<file path="config.mk">
export PLATFORM = sky130hd
export DESIGN_NAME = uart_tx
export DESIGN_NICKNAME = d
export VERILOG_FILES = /design/src/rtl/uart_tx_pkg.sv /design/src/rtl/uart_tx.sv
export SDC_FILE = /design/constraint.sdc
export NUM_CORES = 1
export LEC_CHECK = 0
export ABC_AREA = 1
export BUFFER_PORTS_ARGS = -buffer_cell sky130_fd_sc_hd__buf_2
export CORE_ASPECT_RATIO = 2
export CORE_MARGIN = 5
export CORE_UTILIZATION = 35
export CTS_CLUSTER_DIAMETER = 100
export CTS_CLUSTER_SIZE = 24
export DETAILED_ROUTE_END_ITERATION = 7
export PLACE_DENSITY_LB_ADDON = 0.3
export RECOVER_POWER = 25
export SLEW_MARGIN = 40
export SYNTH_ARGS = -nofsm -noshare
export SYNTH_HDL_FRONTEND = slang
export SYNTH_SLANG_ARGS = --single-unit
</file>
<file path="constraint.sdc">
create_clock -name clk -period 1.4 [get_ports clk]
set_input_delay 0 -clock clk [delete_from_list [all_inputs] [get_ports clk]]
set_output_delay 0 -clock clk [all_outputs]
set_load 0.02 [all_outputs]
</file>
<file path="src/rtl/uart_tx_pkg.sv">
// ============================================================================
// Module      : uart_tx_pkg
// Description : Shared UART definitions: FSM state encoding and frame
//               constants (line levels, data width, bit timer width). Also
//               intended for the companion receiver.
// Revision    : 1.0 - initial release
// ============================================================================
`default_nettype none

package uart_tx_pkg;

  // Frame phases; explicit 2-bit encoding
  typedef enum logic [1:0] {
    ST_IDLE  = 2'd0,
    ST_START = 2'd1,
    ST_DATA  = 2'd2,
    ST_STOP  = 2'd3
  } uart_state_e;

  localparam logic START_LEVEL = 1'b0;  // start bit drives the line low
  localparam logic STOP_LEVEL  = 1'b1;  // stop bits and idle are high
  localparam int   DATA_BITS   = 8;     // 8N1 / 8N2 framing, no parity
  localparam int   CNT_W       = 16;    // bit timer covers up to 65535 clocks

endpackage

`default_nettype wire

</file>
<file path="src/rtl/uart_tx.sv">
// ============================================================================
// Module      : uart_tx
// Description : UART transmitter, 8 data bits LSB first, no parity,
//               STOP_BITS stop bits. A single-cycle 'transmit' in IDLE
//               latches tx_byte and starts a frame; requests while busy are
//               dropped.
// Ports       : clk             - system clock, rising edge
//               rst             - synchronous active-high reset
//               tx_byte[7:0]    - byte to send, sampled on the accept edge
//               transmit        - send request
//               is_transmitting - high while a frame is in progress
//               tx              - registered serial line, idle high
//               tx_done         - one-cycle pulse at end of final stop bit
// Revision    : 1.0 - initial release
// ============================================================================
`default_nettype none

module uart_tx
  import uart_tx_pkg::*;
#(
  parameter int CLKS_PER_BIT = 104,  // 2..65535
  parameter int STOP_BITS    = 1     // 1 or 2
) (
  input  logic       clk,
  input  logic       rst,
  input  logic [7:0] tx_byte,
  input  logic       transmit,
  output logic       is_transmitting,
  output logic       tx,
  output logic       tx_done
);

  localparam logic [CNT_W-1:0] C_BIT_LAST  = CNT_W'(CLKS_PER_BIT - 1);
  localparam logic [2:0]       C_DATA_LAST = 3'(DATA_BITS - 1);
  localparam logic [2:0]       C_STOP_LAST = 3'(STOP_BITS - 1);

  uart_state_e      state_q, state_d;
  logic [CNT_W-1:0] cnt_q, cnt_d;
  logic [2:0]       bit_idx_q, bit_idx_d;
  logic [7:0]       shift_q, shift_d;
  logic             tx_q, tx_d;
  logic             tx_done_q, tx_done_d;
  logic             w_bit_end;

  // Last clock of the current bit period
  assign w_bit_end = (cnt_q == C_BIT_LAST);

  // --------------------------------------------------------------------------
  // State / datapath register
  // --------------------------------------------------------------------------
  always_ff @(posedge clk) begin
    if (rst) begin
      state_q   <= ST_IDLE;
      cnt_q     <= '0;
      bit_idx_q <= '0;
      shift_q   <= '0;
      tx_q      <= STOP_LEVEL;
      tx_done_q <= 1'b0;
    end else begin
      state_q   <= state_d;
      cnt_q     <= cnt_d;
      bit_idx_q <= bit_idx_d;
      shift_q   <= shift_d;
      tx_q      <= tx_d;
      tx_done_q <= tx_done_d;
    end
  end

  // --------------------------------------------------------------------------
  // Next-state logic
  // --------------------------------------------------------------------------
  always_comb begin
    state_d = state_q;
    case (state_q)
      ST_IDLE:  if (transmit) state_d = ST_START;
      ST_START: if (w_bit_end) state_d = ST_DATA;
      ST_DATA:  if (w_bit_end && (bit_idx_q == C_DATA_LAST)) state_d = ST_STOP;
      ST_STOP:  if (w_bit_end && (bit_idx_q == C_STOP_LAST)) state_d = ST_IDLE;
      default:  state_d = ST_IDLE;
    endcase
  end

  // --------------------------------------------------------------------------
  // Output / datapath logic. tx_d is the level for the *next* cycle, so the
  // line changes exactly on the edge that begins each bit period.
  // --------------------------------------------------------------------------
  always_comb begin
    cnt_d     = w_bit_end ? '0 : cnt_q + 1'b1;
    bit_idx_d = bit_idx_q;
    shift_d   = shift_q;
    tx_d      = tx_q;
    tx_done_d = 1'b0;
    case (state_q)
      ST_IDLE: begin
        cnt_d     = '0;
        bit_idx_d = '0;
        tx_d      = STOP_LEVEL;
        if (transmit) begin
          shift_d = tx_byte;
          tx_d    = START_LEVEL;
        end
      end
      ST_START: begin
        if (w_bit_end) begin
          bit_idx_d = '0;
          tx_d      = shift_q[0];
        end
      end
      ST_DATA: begin
        if (w_bit_end) begin
          if (bit_idx_q == C_DATA_LAST) begin
            // Index restarts to count stop bits; never reaches a ninth data bit
            bit_idx_d = '0;
            tx_d      = STOP_LEVEL;
          end else begin
            bit_idx_d = bit_idx_q + 3'd1;
            tx_d      = shift_q[bit_idx_q + 3'd1];
          end
        end
      end
      ST_STOP: begin
        tx_d = STOP_LEVEL;
        if (w_bit_end) begin
          if (bit_idx_q == C_STOP_LAST) begin
            bit_idx_d = '0;
            tx_done_d = 1'b1;
          end else begin
            bit_idx_d = bit_idx_q + 3'd1;
          end
        end
      end
      default: begin
        cnt_d     = '0;
        bit_idx_d = '0;
        tx_d      = STOP_LEVEL;
      end
    endcase
  end

  assign tx              = tx_q;
  assign tx_done         = tx_done_q;
  assign is_transmitting = (state_q != ST_IDLE);

endmodule

`default_nettype wire

</file>
# Word level (Yosys, flattened, before mapping)
# Cells that the tools add are included.
[word_totals]
out_inout_bits = 3
inputBits = 11
regBits = 31
wordCells = 52
[op_classes]
order_cmp = 1
addsub = 2
n_bitwise = 2
muxes = 19
n_reduce_logical = 11
n_eq_ne = 11
[ops]
columns = ["cell", "count"]
rows = [
  ["$add A16 B1 Y16 const B", 1],
  ["$eq A16 B7 Y1 const B", 1],
  ["$mux W3", 5],
  ["$ne A2 B2 Y1 const B", 6],
  ["$pmux W3 S4", 1],
  ["$mux W2", 4],
  ["$pmux W2 S4", 1],
  ["$mux W1", 6],
  ["$reduce_or A3 Y1", 2],
  ["$eq A2 B2 Y1 const B", 2],
  ["$lt A3 B4 Y1 const B", 1],
  ["$pmux W1 S4", 1],
  ["$reduce_and A2 Y1", 2],
  ["$reduce_and A4 Y1", 1],
  ["$add A3 B1 Y3 const B", 1],
  ["$bmux W1 S3", 1],
  ["$eq A3 B3 Y1 const B", 1],
  ["$logic_not A3 Y1", 1],
  ["$reduce_and A3 Y1", 1],
  ["$eq A2 B1 Y1 const B", 1],
  ["$logic_and A1 B1 Y1", 2],
  ["$logic_not A2 Y1", 1],
  ["$not A1 Y1", 2],
  ["$reduce_bool A2 Y1", 1],
]

# Depth between registers and ports, before layout
# Gate-level depths: netlist of run 1.
[depth]
depth_word = 6
depth_mapped = 10
ltp_nobuf = 10

# Worst setup path before layout of run 1
# No wires, ideal clock.
[synth_path]
path_kind = "reg2reg"
startpoint = "register bit_idx_q[0]"
endpoint = "register state_q[0]"
stages_incl_launch_ff = 9
n_path_buf = 0
synth_period_minus_slack_ns = 1.416
required_time_ns = 1.285
setup_ns = 0.115
slack_ns = -0.016
arrival_time_ns = 1.301
cell_sequence = "dfxtp_1 -> inv_1 -> ha_1 -> nand2_1 -> a21oi_1 -> nor2_1 -> nor2_1 -> a21oi_1 -> nor2_1"
[synth_via]
elab_chain_cells = 4
word_cells_on_any_way = 7
classes_between = "3 x eq/ne; 4 x reduce/logical"
[synth_rtl]
columns = ["item", "line_no", "source"]
rows = [
  ["from (decl)", "uart_tx.sv:39", "logic [2:0] bit_idx_q, bit_idx_d;"],
  ["from (signal assigned)", "uart_tx.sv:62", "bit_idx_q <= bit_idx_d;"],
  ["$eq A3 B3 Y1 / $logic_not A3 Y1 (equally long branches)", "uart_tx.sv:77, uart_tx.sv:78", ""],
  ["$logic_and A1 B1 Y1 (on tied branches)", "uart_tx.sv:77, uart_tx.sv:78", ""],
  ["$ne A2 B2 Y1 (no source line)", "n/a", ""],
  ["$reduce_and A4 Y1 (no source line) *", "n/a", ""],
  ["to (signal assigned)", "uart_tx.sv:60", "state_q <= state_d;"],
  ["to (decl)", "uart_tx.sv:37", "uart_state_e state_q, state_d;"],
]
# Mark *: on every way between the ends. The rest lies on a longest branch, timed or not.
# A chain may end at the register's enable or synchronous reset.

# Worst setup path in the final report of run 1
[layout_path]
startpoint = "register bit_idx_q[0]"
endpoint = "register bit_idx_q[0]"
[layout_via]
elab_chain_cells = 4
word_cells_on_any_way = 8
classes_between = "1 x add/sub; 1 x eq/ne; 5 x mux; 1 x reduce/logical"
[layout_rtl]
columns = ["item", "line_no", "source"]
rows = [
  ["$add A3 B1 Y3, or another cell as far along", "uart_tx.sv:116, uart_tx.sv:128", ""],
  ["$mux W3 (on tied branches)", "uart_tx.sv:124, uart_tx.sv:111", ""],
  ["$mux W3 (on tied branches)", "uart_tx.sv:123, uart_tx.sv:110", ""],
  ["$pmux W3 S4 *", "uart_tx.sv:93", "case (state_q)"],
]
# Mark *: on every way between the ends. The rest lies on a longest branch, timed or not. The select of a mux whose other input is x is not followed.

==> summary.md, run 1 <==
| Metric | Value |
|---|---|
| Status | `complete, no violations` |
| Worst vdd ir | `0.848 mV` |
| Largest net degree at the start of global routing | `13` |
| Max Clk Rate | `734 MHz` |
| CP Cell Sequence | `ha_4 > ha_4 > inv_2 > a21oi_2 > nor2_2 > buf_4 > nand3_2 > a21oi_2` |
| Placer Congestion | `0.856` |
| Worst path required time | `1620 ps` |
| Buf+Inv Stages, Crit Path | `2` |
| Critical Path Max Stage Delay | `360 ps` |
| Number of global-route vias before repair | `approximately 1,700` |
| Final net count | `slightly below 300` |
| Crit path max-delay family | `flip-flops` |
| Worst-path clk slew | `60 ps` |
| Synth Cell Area | `1680 um2` |
| CTS Buffer Depth | `2` |
| Initial antenna violation count | `0` |
| Non-Filler Instances | `approximately 330` |
| Complex-gate fraction of the synthesized area | `0.0934` |
| Relative slew slack | `0.786` |
| Pwr Density | `1400 nW/um2` |
| Hold Fails Final Rpt | `0` |
| Startpoint types | `register` |
| Max Cap Viol | `0` |
| Row cnt | `35` |
| Final count of pins violating max slew | `0` |
| Post-synth EDFFs | `0` |
| CP Max Fanout | `4` |
| Footprint of the multi-input gates | `1020 um2` |
| First-pass GRT wire length | `roughly 6.6 mm` |
| Most frequent cells in the layout | `35 x nand2_1, 28 x nor2_1, 25 x inv_1, 25 x dfxtp_1, 18 x buf_4` |
| Clock Skews | `5.41 ps` |
| Synth Area in Adders | `0.0672` |
| Period utilization | `0.973` |
| Total core area | `approximately 4600 um2` |
| Setup crit end kind | `register` |
| Crit path arrival time | `1580 ps` |
| RSZ-0062 raised after global routing | `true` |
| Detail Route Antenna Nets | `0` |
| FF+latch area | `633 um2` |
| H-tree level count | `2` |
| DRT Pass-1 Iters | `4` |
| Cells after DPL | `312` |
| Worst-Margin Slew | `318 ps` |
| Final design utilization | `0.485` |
| Ys flop type | `dfxtp_1` |
| Vias/cell | `4.78` |
| Antenna diodes | `0` |
| GRT Overall Usage | `0.136` |
| Die width | `58.9 um` |
| Worst R2R Setup Slack | `roughly 38 ps` |
| CTS buffer count | `5` |
| GRT overflow | `0` |
| Post-Synth XOR/XNOR Area | `0.0261` |
| P_leak | `just under 0.0009 uW` |
| Port bufs | `13` |
| Number of synthesized register bits | `31` |
| Share of flip-flops with an asynchronous set or reset | `0` |
| HPWL Detailed | `2.89 mm` |
| Largest family of logic cells by synthesized area | `simple AND/OR/NAND/NOR gates` |
| DR vias | `1,588` |
| CTS tree | `yes` |
| Routed Wire Length | `between 3 and 4 mm` |
| Clk_lat worst skew | `~290 ps` |
| Min-delay worst type | `in -> reg` |
| Fillers | `470` |
| Sequential area share after synthesis | `0.370` |
| Starting DRT DRC Count | `33` |
| Cell variety after synth | `27` |
| Avg Inst Size Synth | `7.28 um2` |
| Starting Density | `0.361` |
| Setup TNS | `0 ps` |
| DRC | `0` |
| Yosys warns | `0` |
| Num Clock Sinks | `31` |
| Commonest non-fill, non-tap cell in the layout | `nand2_1` |
| Top Ports | `14` |
| Slowest cell on crit path | `dfxtp_4` |
| Drt wl/cell | `11.9 um` |
| Share of cells above drive strength 1 | `0.343` |
| Total die area | `6350 um2` |
| Synthesized Nets | `250` |
| CTS root buf | `clkbuf_8` |
| Die Y | `108 um` |
| Mapped Cells | `230` |
| Final setup viols | `0` |
| Final Critical Period | `1360 ps` |
| Synth Area in Simple Gates | `0.355` |
| Multiplexer share of the synthesized area | `0` |
| Crit path kind | `reg -> reg` |
| Area Overhead vs Synth | `34.4%` |
## kinds of logic after synthesis
family          Yosys count
fa+ha+maj                 9
xor+xnor                  5
simple gates            121
flops                    31
compound gates           28
buf+inv                  36
## through the flow
stage	worst slack (ps)	instance area, um2	power (uW)	hold WS [ps]
2_1_floorplan	10.8	1680	1860	61.7
3_3_place_gp	-64.8	1910	2160	224
3_5_place_dp	-97.5	1910	2160	222
4_1_cts	5.79	2130	3000	116
5_1_grt	-31.9	2250	3390	167
6_report	38.4	2250	3160	146
## Yosys cell counts, types with 2 or more instances
cell,n,area share
inv_2,4,0.0090
a21oi_1,11,0.033
a21oi_2,2,0.010
o21ai_0,11,0.033
nand2_4,2,0.013
nand3_1,21,0.063
inv_1,29,0.065
ha_1,9,0.067
nor2_4,3,0.020
nor2_2,10,0.037
nand2_2,3,0.011
dfxtp_1,31,0.37
nor2_1,31,0.069
nand4_1,6,0.022
xor2_1,5,0.026
nand2_1,37,0.083
nor3_1,5,0.015
## layer usage
layer | global-route usage | part of all wire
met5 | 0 | 0
met4 | 0.0843 | 0.041
met3 | 0.0312 | 0.028
met2 | 0.265 | 0.57
met1 | 0.116 | 0.36
## tightest hold or removal path: cells and delay by family
family / cells / cell delay, ps
simple gates: 3 / 150
compound gates: 1 / 140
buf+inv: 1 / 100
## path summary, 6_finish.rpt
| path | start | to | cells past startpoint |
|---|---|---|---|
| setup reg to reg | bit_idx_q[0]$_SDFFE_PP0P_ | bit_idx_q[0]$_SDFFE_PP0P_ | 8 |
| setup / recovery | bit_idx_q[0]$_SDFFE_PP0P_ | bit_idx_q[0]$_SDFFE_PP0P_ | 8 |
| hold / removal | transmit | tx$_SDFFE_PP1P_ | 5 |
| hold reg to reg | cnt_q[14]$_SDFF_PP0_ | cnt_q[14]$_SDFF_PP0_ | 2 |
## report_power, final
part / internal, uW / leakage [uW] / switching, uW
combinational: 552 / 0.000581 / 738
clock: 385 / 0.0000470 / 335
sequential: 1030 / 0.000256 / 116
## registers in the layout, summed over array words and instances (netlist names)
signal / cells
cnt_q: 16
shift_q: 8
bit_idx_q: 3
state_q: 2
tx: 1
tx_done: 1
## layout make-up
cell class	instances	area share
multi-input combinational	163	0.454
sequential	31	0.281
timing repair buffer	42	0.138
inverter	34	0.0572
clock buffer	6	0.0367
tap	55	0.0306
clock inverter	1	0.00222
## repair_timing
item	CTS	global route
endpoints found under the hold margin	11	0
hold buffers	9	0
resized for setup	6	30
pin swaps	1	9
buffers inserted	2	2
endpoints found under the setup margin	13	16
No activity file was read; power rests on OpenSTA's default activity.
==> run 2: changes to the inputs <==
- CORE_ASPECT_RATIO: 2 -> 0.8
==> summary.md, run 2 (synthesized netlist as in run 1, its figures left out) <==
| Metric | Value |
|---|---|
| Crit path arrival time | `1530 ps (-50 ps)` |
| Status | `complete, no violations` |
| Area Overhead vs Synth | `33.8%` |
| Most frequent cells in the layout | `35 x nand2_1, 28 x nor2_1, 27 x inv_1, 25 x dfxtp_1, 20 x nand3_1` |
| Final Critical Period | `1350 ps (-6.67 ps)` |
| Placer Congestion | `0.806 (-5.9%)` |
| CP Cell Sequence | `ha_4 > ha_4 > inv_1 > a21oi_2 > nor2_2 > nor2_2 > nand3_1 > nand2_1 > nor2_1` |
| Number of global-route vias before repair | `1,411 (-15%)` |
| Worst path required time | `1570 ps (-50 ps)` |
| Routed Wire Length | `3.81 mm (-3.9%)` |
| Period utilization | `0.968 (-0.00476)` |
| Startpoint types | `register` |
| RSZ-0062 raised after global routing | `true` |
| Total core area | `4620 um2 (-0.38%)` |
| GRT Overall Usage | `0.125 (-0.0111)` |
| Final Cell Area | `2240 um2 (-0.50%)` |
| Share of cells above drive strength 1 | `0.314 (-0.0289)` |
| Port bufs | `13 (unchanged)` |
| Max Cap Viol | `0 (unchanged)` |
| Clock Skews | `7.63 ps (+2.22 ps)` |
| FF+latch area | `631 um2 (-0.40%)` |
| Min-delay worst type | `in -> reg` |
| Detail Route Antenna Nets | `0 (unchanged)` |
| Max Clk Rate | `738 MHz (+0.49%)` |
| Setup crit end kind | `register` |
| Top Ports | `14 (unchanged)` |
| Die width | `87.4 um (+48%)` |
| GRT overflow | `0 (unchanged)` |
| Vias/cell | `4.61 (-3.7%)` |
| Final net count | `296 (-0.34%)` |
| Slowest cell on crit path | `dfxtp_4` |
| Final count of pins violating max slew | `0 (unchanged)` |
| CTS tree | `yes` |
| Worst vdd ir | `0.565 mV (-33%)` |
| CTS Buffer Depth | `2 (unchanged)` |
| Worst-Margin Slew | `262 ps (-56.0 ps)` |
| Antenna diodes | `0 (unchanged)` |
| DR vias | `1,553 (-2.2%)` |
| Largest register FFs | `16 (unchanged)` |
| Worst setup margin | `45.0 ps (+6.67 ps)` |
| Worst slack at placement | `-73.3 ps (+24.2 ps)` |
| Num Clock Sinks | `31 (unchanged)` |
| Final setup viols | `0 (unchanged)` |
| Relative slew slack | `0.823 (+0.0374)` |
| Die Y | `71.9 um (-33%)` |
| Clk_lat worst skew | `280 ps (about the same)` |
| Worst-path clk slew | `70 ps (about the same)` |
| Starting Density | `0.362 (+0.00137)` |
| CTS buffer count | `5 (unchanged)` |
| Drt wl/cell | `11.3 um (-5.3%)` |
| Largest net degree at the start of global routing | `13 (unchanged)` |
| Most flop-heavy register | `cnt_q` |
| Row cnt | `22 (-37%)` |
| Commonest non-fill, non-tap cell in the layout | `nand2_1` |
| Pwr Density | `1390 nW/um2 (-1.2%)` |
| Placement Cell Area | `1910 um2 (about the same)` |
| Fillers | `459 (-2.3%)` |
| H-tree level count | `2 (unchanged)` |
| P_leak | `0.000889 uW (+0.56%)` |
| HPWL Detailed | `2.65 mm (-8.3%)` |
| CP Max Fanout | `4 (unchanged)` |
| Starting DRT DRC Count | `106 (+220%)` |
| Footprint of the multi-input gates | `1030 um2 (+0.61%)` |
| CTS root buf | `clkbuf_8` |
| Total die area | `6280 um2 (-1.2%)` |
| DRC | `0 (unchanged)` |
| Hold Fails Final Rpt | `0 (unchanged)` |
| Top flop regs | `cnt_q (16), shift_q (8), bit_idx_q (3)` |
| Critical Path Max Stage Delay | `390 ps (+30 ps)` |
| DRT Pass-1 Iters | `4 (unchanged)` |
| Initial antenna violation count | `0 (unchanged)` |
| First-pass GRT wire length | `6.20 mm (-6.6%)` |
| Crit path kind | `reg -> reg` |
==> run 2: metrics by stage <==
stage	hold slack [ps]	TNS (ps)	cells	total power (uW)	util
detailed placement	222	-297	316	2190	0.413
global placement	219	-34.4	316	2170	0.413
global route	182	-87.8	337	3350	0.485
CTS	115	-4.09	334	2970	0.461
finish	151	0	337	3100	0.485
floorplan	61.7	0	230	1860	-
==> run 2: worst paths after layout <==
kind	start	endpoint	slack [ps]	cells after the start
setup / recovery	bit_idx_q[0]$_SDFFE_PP0P_	state_q[0]$_SDFFE_PP0P_	50	9
hold / removal	transmit	tx$_SDFFE_PP1P_	150	5
setup reg to reg	bit_idx_q[0]$_SDFFE_PP0P_	state_q[0]$_SDFFE_PP0P_	50	9
hold reg to reg	cnt_q[14]$_SDFF_PP0_	cnt_q[14]$_SDFF_PP0_	470	2
==> run 2: repair_timing <==
action / 4_1_cts / 5_1_grt
buffers inserted: 0 / 3
hold endpoints to repair: 11 / 0
endpoints found under the setup margin: 15 / 12
resized for setup: 10 / 21
hold buffers: 9 / 0
cloned: 1 / 0
pin swaps: 2 / 10
==> run 2: routing by layer <==
layer | vias to the layer above | GRT usage | routed length, um
li1 | 831 | - | -
met1 | 688 | 0.173 | 1920
met2 | 26 | 0.181 | 1630
met3 | 8 | 0.0356 | 184
met4 | 0 | 0.0511 | 71
met5 | - | 0 | 0
==> run 2: worst max-delay path, delay by kind of cell (launching register included) <==
family / cells / cell delay [ps]
compound gates: 1 / 130
simple gates: 5 / 410
flops: 1 / 390
buf+inv: 1 / 50
fa+ha+maj: 2 / 260
==> run 2: power breakdown <==
part           leakage, uW  switching [uW]  total (uW)  internal [uW]
Sequential        0.000255             115        1150           1030
Clock            0.0000477             337         676            339
Combinational     0.000586             719        1280            562
==> run 2: final cells by class <==
class,count,area share
Clock buffer,5,0.0307
Timing Repair Buffer,40,0.130
Multi-Input combinational cell,164,0.459
Inverter,34,0.0586
Sequential cell,31,0.281
Clock inverter,3,0.00670
Tap cell,60,0.0335
